File: src/rtl/sm4_pkg.sv
// Shared SM4 constants and the round building blocks tau, L (data) and L' (key schedule).
package sm4_pkg;

    typedef logic [31:0] word_t;

    typedef enum logic [1:0] {IDLE, KEYEXP, RUN, HOLD} state_t;

    localparam logic [0:3][31:0] FK = {32'ha3b1bac6, 32'h56aa3350, 32'h677d9197, 32'hb27022dc};

    localparam logic [0:31][31:0] CK = {
        32'h00070e15, 32'h1c232a31, 32'h383f464d, 32'h545b6269,
        32'h70777e85, 32'h8c939aa1, 32'ha8afb6bd, 32'hc4cbd2d9,
        32'he0e7eef5, 32'hfc030a11, 32'h181f262d, 32'h343b4249,
        32'h50575e65, 32'h6c737a81, 32'h888f969d, 32'ha4abb2b9,
        32'hc0c7ced5, 32'hdce3eaf1, 32'hf8ff060d, 32'h141b2229,
        32'h30373e45, 32'h4c535a61, 32'h686f767d, 32'h848b9299,
        32'ha0a7aeb5, 32'hbcc3cad1, 32'hd8dfe6ed, 32'hf4fb0209,
        32'h10171e25, 32'h2c333a41, 32'h484f565d, 32'h646b7279
    };

    // Element 0 sits in the most significant byte, so SBOX[x] reads row-major.
    localparam logic [0:255][7:0] SBOX = {
        128'hd690e9fecce13db716b614c228fb2c05,
        128'h2b679a762abe04c3aa44132649860699,
        128'h9c4250f491ef987a33540b43edcfac62,
        128'he4b31ca9c908e89580df94fa758f3fa6,
        128'h4707a7fcf37317ba83593c19e6854fa8,
        128'h686b81b27164da8bf8eb0f4b70569d35,
        128'h1e240e5e6358d1a225227c3b01217887,
        128'hd40046579fd327524c3602e7a0c4c89e,
        128'heabf8ad240c738b5a3f7f2cef96115a1,
        128'he0ae5da49b341a55ad933230f58cb1e3,
        128'h1df6e22e8266ca60c02923ab0d534e6f,
        128'hd5db3745defd8e2f03ff6a726d6c5b51,
        128'h8d1baf92bbddbc7f11d95c411f105ad8,
        128'h0ac13188a5cd7bbd2d74d012b8e5b4b0,
        128'h8969974a0c96777e65b9f109c56ec684,
        128'h18f07dec3adc4d2079ee5f3ed7cb3948
    };

    function automatic word_t tau(input word_t a);
        return {SBOX[a[31:24]], SBOX[a[23:16]], SBOX[a[15:8]], SBOX[a[7:0]]};
    endfunction

    function automatic word_t l_data(input word_t b);
        return b ^ {b[29:0], b[31:30]} ^ {b[21:0], b[31:22]}
                 ^ {b[13:0], b[31:14]} ^ {b[7:0], b[31:8]};
    endfunction

    function automatic word_t l_key(input word_t b);
        return b ^ {b[18:0], b[31:19]} ^ {b[8:0], b[31:9]};
    endfunction

endpackage

File: src/rtl/sm4_round.sv
// One SM4 round: y = x0 ^ Lsel(tau(x1 ^ x2 ^ x3 ^ rk)); key_mode picks L' for the key schedule.
module sm4_round
    import sm4_pkg::*;
(
    input  word_t x0,
    input  word_t x1,
    input  word_t x2,
    input  word_t x3,
    input  word_t rk,
    input  logic  key_mode,
    output word_t y
);

    word_t t;

    assign t = tau(x1 ^ x2 ^ x3 ^ rk);
    assign y = x0 ^ (key_mode ? l_key(t) : l_data(t));

endmodule

File: src/rtl/sm4_iter_ctrl.sv
// Iterative SM4 engine: UNROLL chained rounds shared between key expansion and encrypt/decrypt.
module sm4_iter_ctrl
    import sm4_pkg::*;
#(
    parameter int UNROLL = 1
) (
    input  logic         clk,
    input  logic         rst,
    input  logic         key_valid,
    output logic         key_ready,
    input  logic [127:0] key,
    input  logic         in_valid,
    output logic         in_ready,
    input  logic         in_decrypt,
    input  logic [127:0] in_data,
    output logic         out_valid,
    input  logic         out_ready,
    output logic [127:0] out_data,
    output logic         keys_loaded
);

    if (UNROLL != 1 && UNROLL != 2 && UNROLL != 4) begin : g_bad_unroll
        $error("sm4_iter_ctrl: UNROLL must be 1, 2 or 4");
    end

    localparam logic [4:0] STEP = 5'(UNROLL);
    localparam logic [4:0] LAST = 5'(32 - UNROLL);

    state_t          state, state_d;
    logic [4:0]      ctr;
    logic [3:0][31:0] x_q;            // x_q[0] is the oldest word of the sliding window
    logic            dec_q;
    word_t           rk_q [0:31];
    logic            key_acc, in_acc, last, key_mode;
    logic [3:0][31:0] ch [0:UNROLL];

    assign last     = (ctr == LAST);
    assign key_mode = (state == KEYEXP);
    assign ch[0]    = x_q;

    for (genvar u = 0; u < UNROLL; u++) begin : g_rnd
        logic [4:0] idx;
        word_t      rk_u, y;

        assign idx  = ctr + 5'(u);
        assign rk_u = key_mode ? CK[idx] : (dec_q ? rk_q[5'd31 - idx] : rk_q[idx]);

        sm4_round u_round (
            .x0(ch[u][0]), .x1(ch[u][1]), .x2(ch[u][2]), .x3(ch[u][3]),
            .rk(rk_u), .key_mode(key_mode), .y(y)
        );

        assign ch[u+1] = {y, ch[u][3], ch[u][2], ch[u][1]};
    end

    always_comb begin
        state_d   = state;
        key_ready = 1'b0;
        in_ready  = 1'b0;
        key_acc   = 1'b0;
        in_acc    = 1'b0;
        case (state)
            IDLE: begin
                key_ready = 1'b1;
                in_ready  = keys_loaded && !key_valid;   // a pending key always wins
                key_acc   = key_valid;
                in_acc    = in_valid && keys_loaded && !key_valid;
                if (key_acc)     state_d = KEYEXP;
                else if (in_acc) state_d = RUN;
            end
            KEYEXP:  if (last) state_d = IDLE;
            RUN:     if (last) state_d = HOLD;
            HOLD:    if (out_ready) state_d = IDLE;
            default: state_d = IDLE;
        endcase
    end

    always_ff @(posedge clk or posedge rst) begin
        if (rst) state <= IDLE;
        else     state <= state_d;
    end

    always_ff @(posedge clk or posedge rst) begin
        if (rst) begin
            ctr         <= '0;
            x_q         <= '0;
            dec_q       <= 1'b0;
            keys_loaded <= 1'b0;
            out_valid   <= 1'b0;
            out_data    <= '0;
        end else begin
            case (state)
                IDLE: begin
                    if (key_acc) begin
                        for (int k = 0; k < 4; k++) x_q[k] <= key[127-32*k -: 32] ^ FK[k];
                        keys_loaded <= 1'b0;
                        ctr         <= '0;
                    end else if (in_acc) begin
                        for (int k = 0; k < 4; k++) x_q[k] <= in_data[127-32*k -: 32];
                        dec_q <= in_decrypt;
                        ctr   <= '0;
                    end
                end
                KEYEXP: begin
                    x_q <= ch[UNROLL];
                    ctr <= ctr + STEP;
                    if (last) keys_loaded <= 1'b1;
                end
                RUN: begin
                    x_q <= ch[UNROLL];
                    ctr <= ctr + STEP;
                    // Window after round 31 is {X35,X34,X33,X32}, already in output order.
                    if (last) begin
                        out_data  <= ch[UNROLL];
                        out_valid <= 1'b1;
                    end
                end
                HOLD: if (out_ready) out_valid <= 1'b0;
                default: ;
            endcase
        end
    end

    // Round-key store has no reset; keys_loaded alone says whether it is usable.
    always_ff @(posedge clk) begin
        if (state == KEYEXP)
            for (int u = 0; u < UNROLL; u++) rk_q[ctr + 5'(u)] <= ch[u+1][3];
    end

endmodule

File: config.mk
export PLATFORM = sky130hd
export DESIGN_NAME = sm4_iter_ctrl
export DESIGN_NICKNAME = d
export VERILOG_FILES = /design/src/rtl/sm4_pkg.sv /design/src/rtl/sm4_round.sv /design/src/rtl/sm4_iter_ctrl.sv
export SDC_FILE = /design/constraint.sdc
export NUM_CORES = 2
export LEC_CHECK = 0
export ABC_CLOCK_PERIOD_IN_PS = 7300
export BUFFER_PORTS_ARGS = -buffer_cell sky130_fd_sc_hd__buf_2
export CELL_PAD_IN_SITES_DETAIL_PLACEMENT = 0
export CELL_PAD_IN_SITES_GLOBAL_PLACEMENT = 2
export CORE_UTILIZATION = 39
export DETAILED_ROUTE_END_ITERATION = 8
export PLACE_DENSITY = 0.75
export SLEW_MARGIN = 20
export SYNTH_ARGS = -nofsm -noshare
export SYNTH_HDL_FRONTEND = slang
export SYNTH_SLANG_ARGS = --single-unit
export TNS_END_PERCENT = 1
File: constraint.sdc
create_clock -name clk -period 7.3 [get_ports clk]
set_clock_uncertainty 0.2 [all_clocks]
set_input_delay 0 -clock clk [delete_from_list [all_inputs] [get_ports clk]]
set_output_delay 0 -clock clk [all_outputs]
set_load 0.01 [all_outputs]
; ---- Word-level counts from Yosys, hierarchy flattened
; Memories as Yosys holds them, arrays and structs flattened.
; Cells that the tools add are included.
; W data, S select, Z words.
[totals]
ff_bits = 266
ram_bits = 1024
rom_bits = 9216
in_bits = 262
out_inout_bits = 132
wordCells = 104
memories = 6
[mem_list]
columns = memory, words, width, read_ports, rd_clocked_by_memory_dff, wr, line_no
row1 = (name not given), 256, 8, 1, 0, 0, sm4_pkg.sv:42  ; return {SBOX[a[31:24]], SBOX[a[23:16]], SBOX[a[15:8]], SBOX[a[7:0]]};
row2 = (name not given), 256, 8, 1, 0, 0, sm4_pkg.sv:42
row3 = (name not given), 256, 8, 1, 0, 0, sm4_pkg.sv:42
row4 = (name not given), 256, 8, 1, 0, 0, sm4_pkg.sv:42
row5 = (name not given), 32, 32, 1, 0, 0, sm4_iter_ctrl.sv:46  ; assign rk_u = key_mode ? CK[idx] : (dec_q ? rk_q[5'd31 - idx] : rk_q[idx]);
row6 = rk_q, 32, 32, 2, 0, 1, sm4_iter_ctrl.sv:33  ; word_t rk_q [0:31];
[classes]
addsub = 2
order_cmp = 5
n_eq_ne = 10
n_mux = 36
bitwise = 20
reduce_logical = 15
[op_table]
columns = op, count
row1 = $xor A32 B32 Y32, 10
row2 = $mux W128, 2
row3 = $pmux W128 S2, 1
row4 = $mux W32, 5
row5 = $mux W8, 8
row6 = $ge A9 B9 Y1 const B, 4
row7 = $not A8 Y9, 4
row8 = $not A14 Y14, 2
row9 = $not A19 Y19, 1
row10 = $not A17 Y17, 1
row11 = $mux W2, 5
row12 = $mux W5, 2
row13 = $pmux W5 S2, 1
row14 = $mux W1, 9
row15 = $reduce_and A3 Y1, 3
row16 = $ne A2 B2 Y1 const B, 4
row17 = $pmux W2 S4, 1
row18 = $ge A6 B6 Y1 const B, 1
row19 = $ne A3 B3 Y1 const B, 2
row20 = $not A5 Y6, 1
row21 = $reduce_bool A2 Y1, 3
row22 = $add A5 B1 Y5 const B, 1
row23 = $eq A5 B5 Y1 const B, 1
row24 = $sub A5 B5 Y5 const A, 1
row25 = 10 further kinds, 15

; ---- Depth between registers and ports, before layout
[depth]
word_depth = 17
mapped_depth = 31
mapped_depth_nobuf = 22

; ---- Hierarchy
; Synthesis repeated with hierarchy kept, for this count alone.
[unflattened]
cells_unflattened = 6320
hier_area_um2 = 76727.3
[modules_own_cells]
columns = mod, instances, cells_each, area_each_um2, seq_area_each_um2
row1 = sm4_iter_ctrl, 1, 3756, 60236.5, 37405.9
row2 = sm4_round, 1, 2564, 16490.8, 0.0

; ---- Worst setup path before layout
; Ideal clock, no wire load.
[synth_timing]
kind = register to register
start = register ctr[0]
end = memory rk_q[0][1] (netlist bit) (data pin)
t_arrival_ns = 6.962
required_ns = 6.700
path_slack_ns = -0.262
stages_incl_launch_ff = 30
synth_period_minus_slack_ns = 7.562
cell_sequence = dfrtp_1 -> buf_6 -> buf_12 -> buf_12 -> buf_6 -> buf_8 -> buf_8 -> buf_6 -> mux4_2 -> a221oi_1 -> o21bai_1 -> a21o_1 -> nand2_2 -> buf_1 -> clkbuf_1 -> inv_1 -> ha_1 -> buf_4 -> inv_1 -> nor3_1 -> a211o_1 -> o311ai_0 -> mux2_2 -> a31o_1 -> a221o_1 -> buf_2 -> xor3_1 -> xor2_1 -> o21ai_2 -> xnor2_1
[synth_lines]
columns = element, line_no
row1 = "start, declared", sm4_iter_ctrl.sv:30  ; logic [4:0] ctr;
row2 = "start signal, assigned", sm4_iter_ctrl.sv:106  ; ctr <= ctr + STEP;
row3 = "start signal, assigned", sm4_iter_ctrl.sv:111  ; ctr <= ctr + STEP;
row4 = "end, declared", sm4_iter_ctrl.sv:33

==> impl_metrics.py <==
metrics = {
    "grt": {
        "grt_max_degree": 109,
        "grt_pass1_vias": 68400,
        "grtUsageMet1_pct": 49.0,
        "grt.busiest_layer": "met2",
        "gr-usage-met2_pct": 58.2,
        "antenna_found_initial": 13,
        "grt_pass1_wl_um": 541000,
        "grt_use_total_pct": 37.6,
        "overflow": 0,
        "grt_use_met3_pct": 7.77,
    },
    "detailed_routing": {
        "drc": 6,
        "ant_nets": 0,
        "wl_per_cell_um": 36.7,
        "vias": 70900,
        "drt-total-wl_um": 393000,
        "vias_per_cell": 6.61,
        "firstDrtPassIters": 8,
        "drt_iter0_markers": 9598,
    },
    "floorplan": {
        "die_w_um": 451,
        "initial_core_util_pct": 39.3,
        "die_area_mm2": 0.204,
        "num_rows": 164,
        "die_h_um": 451,
        "io_pins": 394,
        "core_mm2": 0.200,
    },
    "clock_network": {
        "cts_tree": "built",
        "clockBufferDepth": 3,
        "clock_sinks": 1290,
        "cts_root_buffer": "clkbuf_16",
        "clkLatencyLatePin_ns": 0.81,
        "cts_buffers": 142,
        "htreeDepth": 4,
        "path_clk_slew_ns": 0.06,
    },
    "synthesis": {
        "synth_top_area_share_pct": 39.1,
        "ys_top_cells_by_area": "edfxtp_1 39%, mux4_2 12%, dfrtp_1 8.5%",
        "ys_seq_area_share_pct": 47.5,
        "synth_compound_area_share_pct": 16.2,
        "syn_inst": 6830,
        "syn_area_mm2": 0.0787,
        "synthAdderAreaFrac_pct": 0.811,
        "yosys.area.top_type": "edfxtp_1",
        "syn_nets": 7143,
        "synth_xor_xnor_area_share_pct": 3.45,
        "async_flop_share_pct": 20.6,
        "syn_avg_cell_area_um2": 11.5,
        "muxShareOfSynthArea_pct": 16.5,
        "ys_ff_latch": 1290,
        "yosysWarnings": 0,
        "synth_flop_cell": "edfxtp_1",
        "synth_top_family_by_area": "multiplexers",
        "synth_edf_count": 1024,
        "ys_types": 131,
        "synth-simple-area-share_pct": 10.9,
    },
    "critical_path": {
        "cp_data_required_time_ns": 7.63,
        "startpoint_type": "flop",
        "arrival_ns": 7.68,
        "cp_max_fo": 32,
        "crit_path_end_kind": "flop",
        "worst-setup-path-type": "reg -> reg",
    },
    "sta": {
        "setup_violations": 32,
        "whs_ns": 0.0306,
        "fmax_mhz": 136,
        "finalHoldViolCount": 0,
        "layout_setup_ws_ns": -0.0502,
        "worst_pin_slew_ns": 1.21,
        "final.period_utilization_pct": 101,
        "period_minus_slack_ns": 7.35,
        "drv_slew": 0,
        "rsz0062_at_grt": "false",
        "slew_headroom_pct": 18.9,
    },
    "run_status": {
        "violations": "design-rule violations, negative setup slack",
        "outcome": "finished with violations",
    },
    "finish": {
        "drive_above_1_share_pct": 26.9,
        "area_growth_pct": 23.5,
        "regArea_mm2": 0.0374,
        "nets": 8262,
        "fillers": 18300,
        "multi_input_area_mm2": 0.0384,
    },
    "place": {
        "hpwl_um": 280000,
        "portBuffers": 393,
        "gp_congestion": 1.01,
    },
    "hold_path": {
        "hp-class": "in -> reg",
    },
    "job": {
        "cap_violations": 0,
    },
}
-- worst max-delay path, cell delays in order (launching register included) --
cell and delay [ns]:
dfrtp_4 0.61, buf_4 0.25, inv_2 0.29, ha_1 0.31, nand2_1 0.18, nand2_1 0.11, xnor2_1 0.13, o211ai_1 0.46
o31ai_1 0.33, xnor2_1 0.81, buf_4 0.41, nor2_1 0.08, buf_4 0.16, o2111ai_1 0.16, nor2_1 0.07, o311ai_0 0.35
nand4_1 0.31, buf_12 0.24, xor2_2 0.26, xnor3_1 0.44, mux2i_1 0.24, xor2_1 0.31, inv_1 0.13, buf_12 0.18
-- what timing repair did --
item,4_1_cts,5_1_grt
resized for setup,8,42
endpoints found under the hold margin,296,0
pin swaps,0,4
buffers inserted,0,8
setup endpoints to repair,321,774
hold buffers,317,0
cloned,0,1
-- registers in the layout (all words and copies together), names as in the netlist --
register / cells
dec_q: 1
state: 2
out_data: 128
ctr: 5
keys_loaded: 1
out_valid: 1
ch: 128
rk_q: 1024
-- worst paths after layout --
check	end	slack [ns]	from	depth (start not counted)
min in group asynchronous	out_data[43]	0.28	rst	4
max reg2reg	rk_q[20][16]	-0.05	ctr[1]	23
min reg2reg	out_data[56]	0.27	out_data[56]	2
max in group asynchronous	out_data[121]	4.65	rst	6
max	rk_q[20][16]	-0.05	ctr[1]	23
min	ch[80]	0.03	in_data[16]	6
-- routing by layer --
| metal | vias up | part of all wire, % |
|---|---|---|
| met5 | - | 0.010 |
| met4 | 6 | 6.5 |
| met3 | 975 | 9.9 |
| met2 | 4762 | 45 |
| met1 | 36300 | 38 |
| li1 | 28900 | - |
-- cells by family after synthesis --
kind of cell	after synthesis
and+or+nand+nor	1930
AOI/OAI and AO/OA	1870
DFF	1290
muxes	761
buffers and inverters	677
xor gates and xnor gates	251
adders and majority gates	51
-- final cells by class --
cell class / count / share of cell area [%]
clock inverter: 81 / 0.722
antenna: 4 / 0.0103
timing repair buffer: 1575 / 13.6
sequential: 1290 / 38.5
tap: 2656 / 3.42
inverter: 77 / 0.312
clock buffer: 173 / 3.84
multi-input combinational: 4863 / 39.5
-- Yosys cell counts, drive strengths merged (44+ instances only) --
cell,n
edfxtp,1024
nand2,864
a21oi,486
nor2,476
mux4,424
o21ai,397
buf,383
mux2i,293
dfrtp,266
clkbuf,217
nand3,207
a22oi,155
nor3,142
xnor2,125
xor2,103
o211ai,82
inv,72
a31oi,71
a211oi,67
a221oi,52
ha,51
mux2,44
o22ai,44
-- metrics by stage --
stage | cells | worst slack [ns] | utilization [%] | area [um^2] | setup TNS, ns
4_1_cts | 10700 | 0.0258 | 48.4 | 96800 | 0
5_1_grt | 10700 | 0.000306 | 48.6 | 97200 | 0
2_1_floorplan | 6830 | -0.225 | - | 78700 | -59.92
6_report | 10700 | -0.0502 | 48.6 | 97200 | -1.41
3_3_place_gp | 10100 | -0.337 | 44.5 | 89100 | -25.47
3_5_place_dp | 10100 | -0.196 | 44.6 | 89200 | -9.64
-- layout by cell type, fill, tap and decap left out, types with 29 or more instances in the layout --
master	Yosys	layout
nor3_1	138	134
clkbuf_16	0	144
mux2i_1	292	292
xor2_1	86	76
o211ai_1	79	79
o221ai_1	39	39
a31oi_1	68	68
nand3_1	204	203
buf_2	201	393
o31ai_1	38	37
dlygate4sd3_1	0	317
dfrtp_1	266	260
mux4_2	424	424
o21ai_0	353	352
nand2_1	858	851
a221oi_1	51	50
mux2_2	44	44
clkinv_1	4	32
o22ai_1	43	42
nor2_4	1	37
a221o_1	32	32
a211o_1	30	30
xnor2_1	117	99
buf_12	5	117
a311oi_1	29	29
buf_4	74	735
a22oi_1	154	154
inv_1	57	55
edfxtp_1	1024	1024
a211oi_1	64	63
o21ai_1	41	41
ha_1	51	45
a21oi_1	485	483
nor2_1	468	429
Power is left out: the tool's default activity adds up to more than one toggle a clock period on the data nets, which glitch-free logic cannot reach.
